**config.mk**
```make
export PLATFORM = sky130hd
export DESIGN_NAME = data_mem_responder
export DESIGN_NICKNAME = d
export VERILOG_FILES = /design/src/rtl/data_mem_responder.sv
export SDC_FILE = /design/constraint.sdc
export NUM_CORES = 2
export LEC_CHECK = 0
export CAP_MARGIN = 20
export CORE_ASPECT_RATIO = 1.1
export CORE_MARGIN = 10
export CORE_UTILIZATION = 50
export DETAILED_ROUTE_END_ITERATION = 8
export PLACE_DENSITY = 0.75
export SYNTH_ARGS = -nofsm -noshare
export SYNTH_HDL_FRONTEND = slang
export SYNTH_SLANG_ARGS = --single-unit
export TNS_END_PERCENT = 50
```
**constraint.sdc**
```tcl
create_clock -name clk -period 6.1 [get_ports clk]
set_input_delay 0.61 -clock clk [delete_from_list [all_inputs] [get_ports clk]]
set_output_delay 0.61 -clock clk [all_outputs]
set_load 0.005 [all_outputs]
```
**src/rtl/data_mem_responder.sv**
```systemverilog
// Handshaked byte-serial data memory for load/store requests; MISALIGN_TRAP_EN rejects misaligned H/W accesses.
// Latency: response pulse N+1 cycles after accept (N = 1/2/4 bytes), 1 cycle for rejected requests.
// Backpressure: req_ready only in IDLE; resp_valid is a single-cycle pulse with no response backpressure.
module data_mem_responder #(
    parameter int ADDR_W = 8,
    parameter int DEPTH  = 256
) (
    input  logic              clk,
    input  logic              rst,
    input  logic              req_valid,
    output logic              req_ready,
    input  logic              req_we,
    input  logic [2:0]        req_fun3,
    input  logic [ADDR_W-1:0] req_addr,
    input  logic [31:0]       req_wdata,
    output logic              resp_valid,
    output logic [31:0]       resp_rdata,
    output logic              resp_err
);

    typedef enum logic [1:0] {S_IDLE, S_ACCESS, S_RESP} state_t;

    state_t              state_q, state_d;
    logic                we_q, we_d;
    logic [2:0]          fun3_q, fun3_d;
    logic [ADDR_W-1:0]   addr_q, addr_d;
    logic [31:0]         wdata_q, wdata_d;
    logic [1:0]          cnt_q, cnt_d;
    logic [31:0]         asm_q, asm_d;
    logic [31:0]         rdata_q, rdata_d;
    logic                err_q, err_d;

    logic [7:0]          mem_q [DEPTH];

    logic                accept;
    logic                req_legal;
    logic [1:0]          last_idx;
    logic                last_byte;
    logic [ADDR_W-1:0]   byte_addr;
    logic [7:0]          rd_byte;
    logic [7:0]          wr_byte;
    logic                mem_we;
    logic [31:0]         asm_next;

    function automatic logic [31:0] extend(input logic [31:0] v, input logic [2:0] f);
        case (f)
            3'b000:  extend = {{24{v[7]}}, v[7:0]};
            3'b001:  extend = {{16{v[15]}}, v[15:0]};
            3'b100:  extend = {24'b0, v[7:0]};
            3'b101:  extend = {16'b0, v[15:0]};
            default: extend = v;
        endcase
    endfunction

    assign accept = req_valid && (state_q == S_IDLE);

    always_comb begin
        case (req_fun3)
            3'b000, 3'b001, 3'b010: req_legal = 1'b1;
            3'b100, 3'b101:         req_legal = !req_we;
            default:                req_legal = 1'b0;
        endcase
`ifdef MISALIGN_TRAP_EN
        if ((req_fun3[1:0] == 2'b01 && req_addr[0]) ||
            (req_fun3[1:0] == 2'b10 && req_addr[1:0] != 2'b00))
            req_legal = 1'b0;
`endif
    end

    always_comb begin
        case (fun3_q[1:0])
            2'b00:   last_idx = 2'd0;
            2'b01:   last_idx = 2'd1;
            default: last_idx = 2'd3;
        endcase
    end

    // Byte address wraps naturally because DEPTH == 2**ADDR_W.
    assign last_byte = (cnt_q == last_idx);
    assign byte_addr = addr_q + ADDR_W'(cnt_q);
    assign rd_byte   = mem_q[byte_addr];
    assign wr_byte   = wdata_q[{cnt_q, 3'b000} +: 8];
    assign mem_we    = (state_q == S_ACCESS) && we_q;

    always_ff @(posedge clk or negedge rst) begin
        if (!rst) state_q <= S_IDLE;
        else      state_q <= state_d;
    end

    always_comb begin
        state_d = state_q;
        case (state_q)
            S_IDLE:   if (accept) state_d = req_legal ? S_ACCESS : S_RESP;
            S_ACCESS: if (last_byte) state_d = S_RESP;
            S_RESP:   state_d = S_IDLE;
            default:  state_d = S_IDLE;
        endcase
    end

    always_comb begin
        req_ready  = (state_q == S_IDLE);
        resp_valid = (state_q == S_RESP);
        resp_rdata = rdata_q;
        resp_err   = err_q;
    end

    always_comb begin
        we_d     = we_q;
        fun3_d   = fun3_q;
        addr_d   = addr_q;
        wdata_d  = wdata_q;
        cnt_d    = cnt_q;
        asm_d    = asm_q;
        rdata_d  = rdata_q;
        err_d    = err_q;
        asm_next = asm_q;
        asm_next[{cnt_q, 3'b000} +: 8] = rd_byte;
        if (accept) begin
            we_d    = req_we;
            fun3_d  = req_fun3;
            addr_d  = req_addr;
            wdata_d = req_wdata;
            cnt_d   = 2'd0;
            asm_d   = 32'b0;
            if (!req_legal) begin
                rdata_d = 32'b0;
                err_d   = 1'b1;
            end
        end else if (state_q == S_ACCESS) begin
            asm_d = asm_next;
            cnt_d = cnt_q + 2'd1;
            if (last_byte) begin
                // The last lane is taken straight from the array so extension sees the full value.
                cnt_d   = 2'd0;
                err_d   = 1'b0;
                rdata_d = we_q ? 32'b0 : extend(asm_next, fun3_q);
            end
        end
    end

    always_ff @(posedge clk or negedge rst) begin
        if (!rst) begin
            we_q    <= 1'b0;
            fun3_q  <= 3'b0;
            addr_q  <= '0;
            wdata_q <= 32'b0;
            cnt_q   <= 2'd0;
            asm_q   <= 32'b0;
            rdata_q <= 32'b0;
            err_q   <= 1'b0;
        end else begin
            we_q    <= we_d;
            fun3_q  <= fun3_d;
            addr_q  <= addr_d;
            wdata_q <= wdata_d;
            cnt_q   <= cnt_d;
            asm_q   <= asm_d;
            rdata_q <= rdata_d;
            err_q   <= err_d;
        end
    end

    // Array contents survive reset; bytes already stored by an interrupted store stay written.
    always_ff @(posedge clk) begin
        if (mem_we) mem_q[byte_addr] <= wr_byte;
    end

endmodule

```
==> flow_metrics.py <==
metrics = {
    "setup_path": {
        "crit_start": "cnt_q[0]",
        "critPathRequiredTime_ps": 6860,
        "timing.critical_path.to_type": "register",
        "timing.critical_path.from_type": "register",
        "r2r_start": "cnt_q[0]",
        "path_class": "reg -> reg",
        "cp_data_arrival_time_ps": 6100,
        "timing.critical_path.fanout_max": 42,
    },
    "detailed_routing": {
        "antenna_left": 0,
        "met1_length_mm": 75.46,
        "route.top_layer_used": "met5",
        "post-route-drc-count": 0,
        "drt_wl_total_mm": 209.2,
        "dr.pass1.iters": 6,
        "drt_iter0_drc": 5680,
        "dr_wl_met2_mm": 101.2,
        "routed-wl-met3_mm": 22.54,
        "routedWlPerCell_um": 29.59,
        "dr_total_vias": 44610,
        "drt-vias-per-instance": 6.308,
    },
    "yosys": {
        "synthMuxAreaShare": 0.1484,
        "synth_area_per_cell_um2": 19.28,
        "synth_area_leader_cell": "edfxtp_1",
        "netlist_top_cells_count": "edfxtp_1 (2048), mux4_2 (491), nand2_1 (482)",
        "netlist_area_um2": 85950,
        "synth-simple-area-share": 0.05204,
        "syn_inst": 4459,
        "main_combinational_cell_family_by_area_after_synthesis": "multiplexers",
        "ys_top_cells_by_area": "edfxtp_1 (72%), mux4_2 (13%), dfrtp_1 (3.3%)",
        "synthDistinctLibCells": 81,
        "async_reset_ff_frac": 0.05229,
        "synth-edff-count": 2048,
        "syn-num-nets": 4514,
        "ys.warnings.count": 0,
        "synth_ff_type": "edfxtp_1",
        "seq_area_frac_synth": 0.7484,
        "synth-xor-area-share": 0.0007133,
        "synth.ff_latch_count": 2161,
        "yosys.area.top_type_share": 0.7155,
        "post-synth-top-count-cell": "edfxtp_1",
        "synthAdderAreaFrac": 0.001252,
        "synth_compound_area_frac": 0.02536,
    },
    "clock_network": {
        "cts_resized": 0,
        "clk_pin_slew_ps": 60,
        "post_cts.repair.setup_buffers": 0,
        "clock_sinks": 2161,
        "htree_num_levels": 4,
        "clock_latency_ps": 850,
        "root_cell_of_the_clock_tree": "clkbuf_16",
        "clk_path_buf_depth": 3,
        "tritoncts.num_buffers": 201,
        "tritoncts": "yes",
    },
    "min_path": {
        "worst_hold_path_type": "in -> async",
    },
    "timing": {
        "fin_crit_ps": 5341,
        "max_clock_freq_mhz": 187.2,
        "hold_violations": 0,
        "final_setup_fails": 0,
        "report.final.slew_viol_count": 116,
        "worst_clock_skew_ps": 30.40,
        "rsz0062_at_grt": "no",
        "relSlewSlack": -0.06608,
        "fin_setup_tns_ps": 0,
        "worst_pin_slew_ps": 1599,
        "final_min_period_over_clock_period": 0.8755,
    },
    "grt": {
        "grt_first_pass_wirelength_mm": 309.9,
        "overflow": 0,
        "globalRouteTotalUtil": 0.2195,
        "grt_start_max_net_pins": 252,
        "vias_in_the_first_global_route": 44960,
        "initial_antenna_violation_count": 7,
    },
    "floorplan": {
        "die_height_um": 454.8,
        "fp-row-count": 159,
        "dieArea_um2": 188900,
        "die_x_um": 415.3,
        "coreArea_um2": 170900,
        "start_util": 0.5029,
        "io_pins": 82,
    },
    "placed_design": {
        "detailed_place_hpwl_mm": 124.9,
        "placed_instances": 6691,
        "gp_congestion": 0.8544,
        "io_buffer_count": 81,
        "postPlaceCellArea_um2": 89600,
    },
    "status": {
        "status": "complete, but fails checks",
        "failed_checks": "max-slew violations",
    },
    "cells_and_area": {
        "instances_no_fill": 7072,
        "final_area_um2": 96110,
        "finalCoreUtilization": 0.5624,
        "num-nets-final": 4701,
        "area_growth_syn_to_layout_pct": 11.83,
        "layout-drive-gt1-share": 0.2151,
    },
    "run": {
        "max_cap_violations": 0,
    },
    "pwr": {
        "static-leakage-power_nw": 30.84,
        "power.density_cell_area_nw_per_um2": 601.0,
        "irDropWorstVdd_mv": 0.6587,
    },
}
## kinds of logic (layout without fill, tap and decap cells)
| family | after synthesis | count (layout) |
|---|---|---|
| adder cells (fa/ha/maj) | 8 | 8 |
| buffers and inverters | 307 | 664 |
| AND/OR/NAND/NOR | 1040 | 1040 |
| multiplexers | 608 | 608 |
| other | 0 | 2 |
| AO/OA/AOI/OAI | 331 | 331 |
| flip-flops | 2161 | 2161 |
| XOR/XNOR | 4 | 4 |
## per-layer routing
metal / global-route usage / vias up
met5: 0 / -
met4: 0.09388 / 8
met3: 0.05187 / 535
met2: 0.3551 / 2725
met1: 0.2869 / 23030
li1: - / 18310
## cell usage in the layout, fill, tap and decap left out, types with 7 or more instances in the layout
master	netlist	layout
a211oi_1	12	12
a21oi_1	104	104
a221o_1	10	10
a22o_1	34	34
a31oi_1	33	33
and3_1	45	45
buf_12	10	39
buf_4	54	136
bufinv_16	0	18
clkbuf_1	76	55
clkbuf_16	0	203
clkdlybuf4s50_1	0	80
clkinv_1	3	54
clkinv_2	0	25
dfrtp_1	113	113
edfxtp_1	2048	2048
inv_1	27	27
mux2_2	44	44
mux2i_1	44	44
mux4_1	29	29
mux4_2	491	483
mux4_4	0	8
nand2_1	482	474
nand2_2	0	8
nand3_1	126	118
nand3_2	0	8
nand4_1	7	7
nor2_1	290	290
nor2b_1	8	8
nor3_1	23	23
nor4_1	9	9
o21ai_0	47	42
o21ai_1	11	11
o221ai_1	8	8
o22ai_1	19	19
or2_2	8	8
or4_1	11	11
## area by class of cell
class                      instances  area, um2
antenna                            2      5.005
clock buffer                     261       5328
clock inverter                   112       1092
fill                           12290      74780
inverter                          30      112.6
multi-input combinational       1991      19740
sequential                      2161      64330
tap                             2254       2820
timing repair buffer             261       2693
## power by group
part           internal, mW  switching [mW]  total, mW
Clock                  6.93            5.41       12.3
Sequential             20.3           0.269       20.6
Combinational          9.08            15.8       24.9
Total                  36.3            21.5       57.8
## critical path, cell delays in order, from the launching register on
cell and delay (ps):
dfrtp_1 410, ha_4 190, fa_4 550, xnor2_4 760
buf_12 340, mux4_2 530, nor2_1 100, nor4_1 110
a2111oi_2 700, nand4_1 460, o32a_1 530, nor4_4 340
a221o_1 190
## registers in the layout, summed over array words and instances, names as in the netlist
| register | flops |
|---|---|
| mem_q | 2048 |
| state_q | 2 |
| asm_q | 32 |
| addr_q | 8 |
| resp_err | 1 |
| fun3_q | 3 |
| cnt_q | 2 |
| we_q | 1 |
| resp_rdata | 32 |
| wdata_q | 32 |
## per-stage QoR
step	power, mW	hold slack (ps)	setup WS (ps)
after floorplan	37.35	314.4	2082
after global placement	44.86	464.7	851.5
after detailed placement	45.37	471.6	861.0
after CTS	57.67	228.1	813.2
after global routing	59.74	292.6	546.4
final	57.76	265.0	759.4
## path summary, 6_finish.rpt
kind,endpoint,slack (ps),cells after the start
worst min-delay path,wdata_q[4],260,2
worst min register to register,resp_rdata[1],480,2
min in group clk,wdata_q[6],400,2
worst max-delay path,resp_rdata[15],760,12
worst max register to register,resp_rdata[15],760,12
max in group asynchronous,resp_rdata[12],4850,4
## timing repair
action                     4_1_cts  5_1_grt
hold buffers                     1        0
hold endpoints to repair        33        0
setup endpoints to repair        0        0
Note: power is estimated with default switching activity, not from simulation.
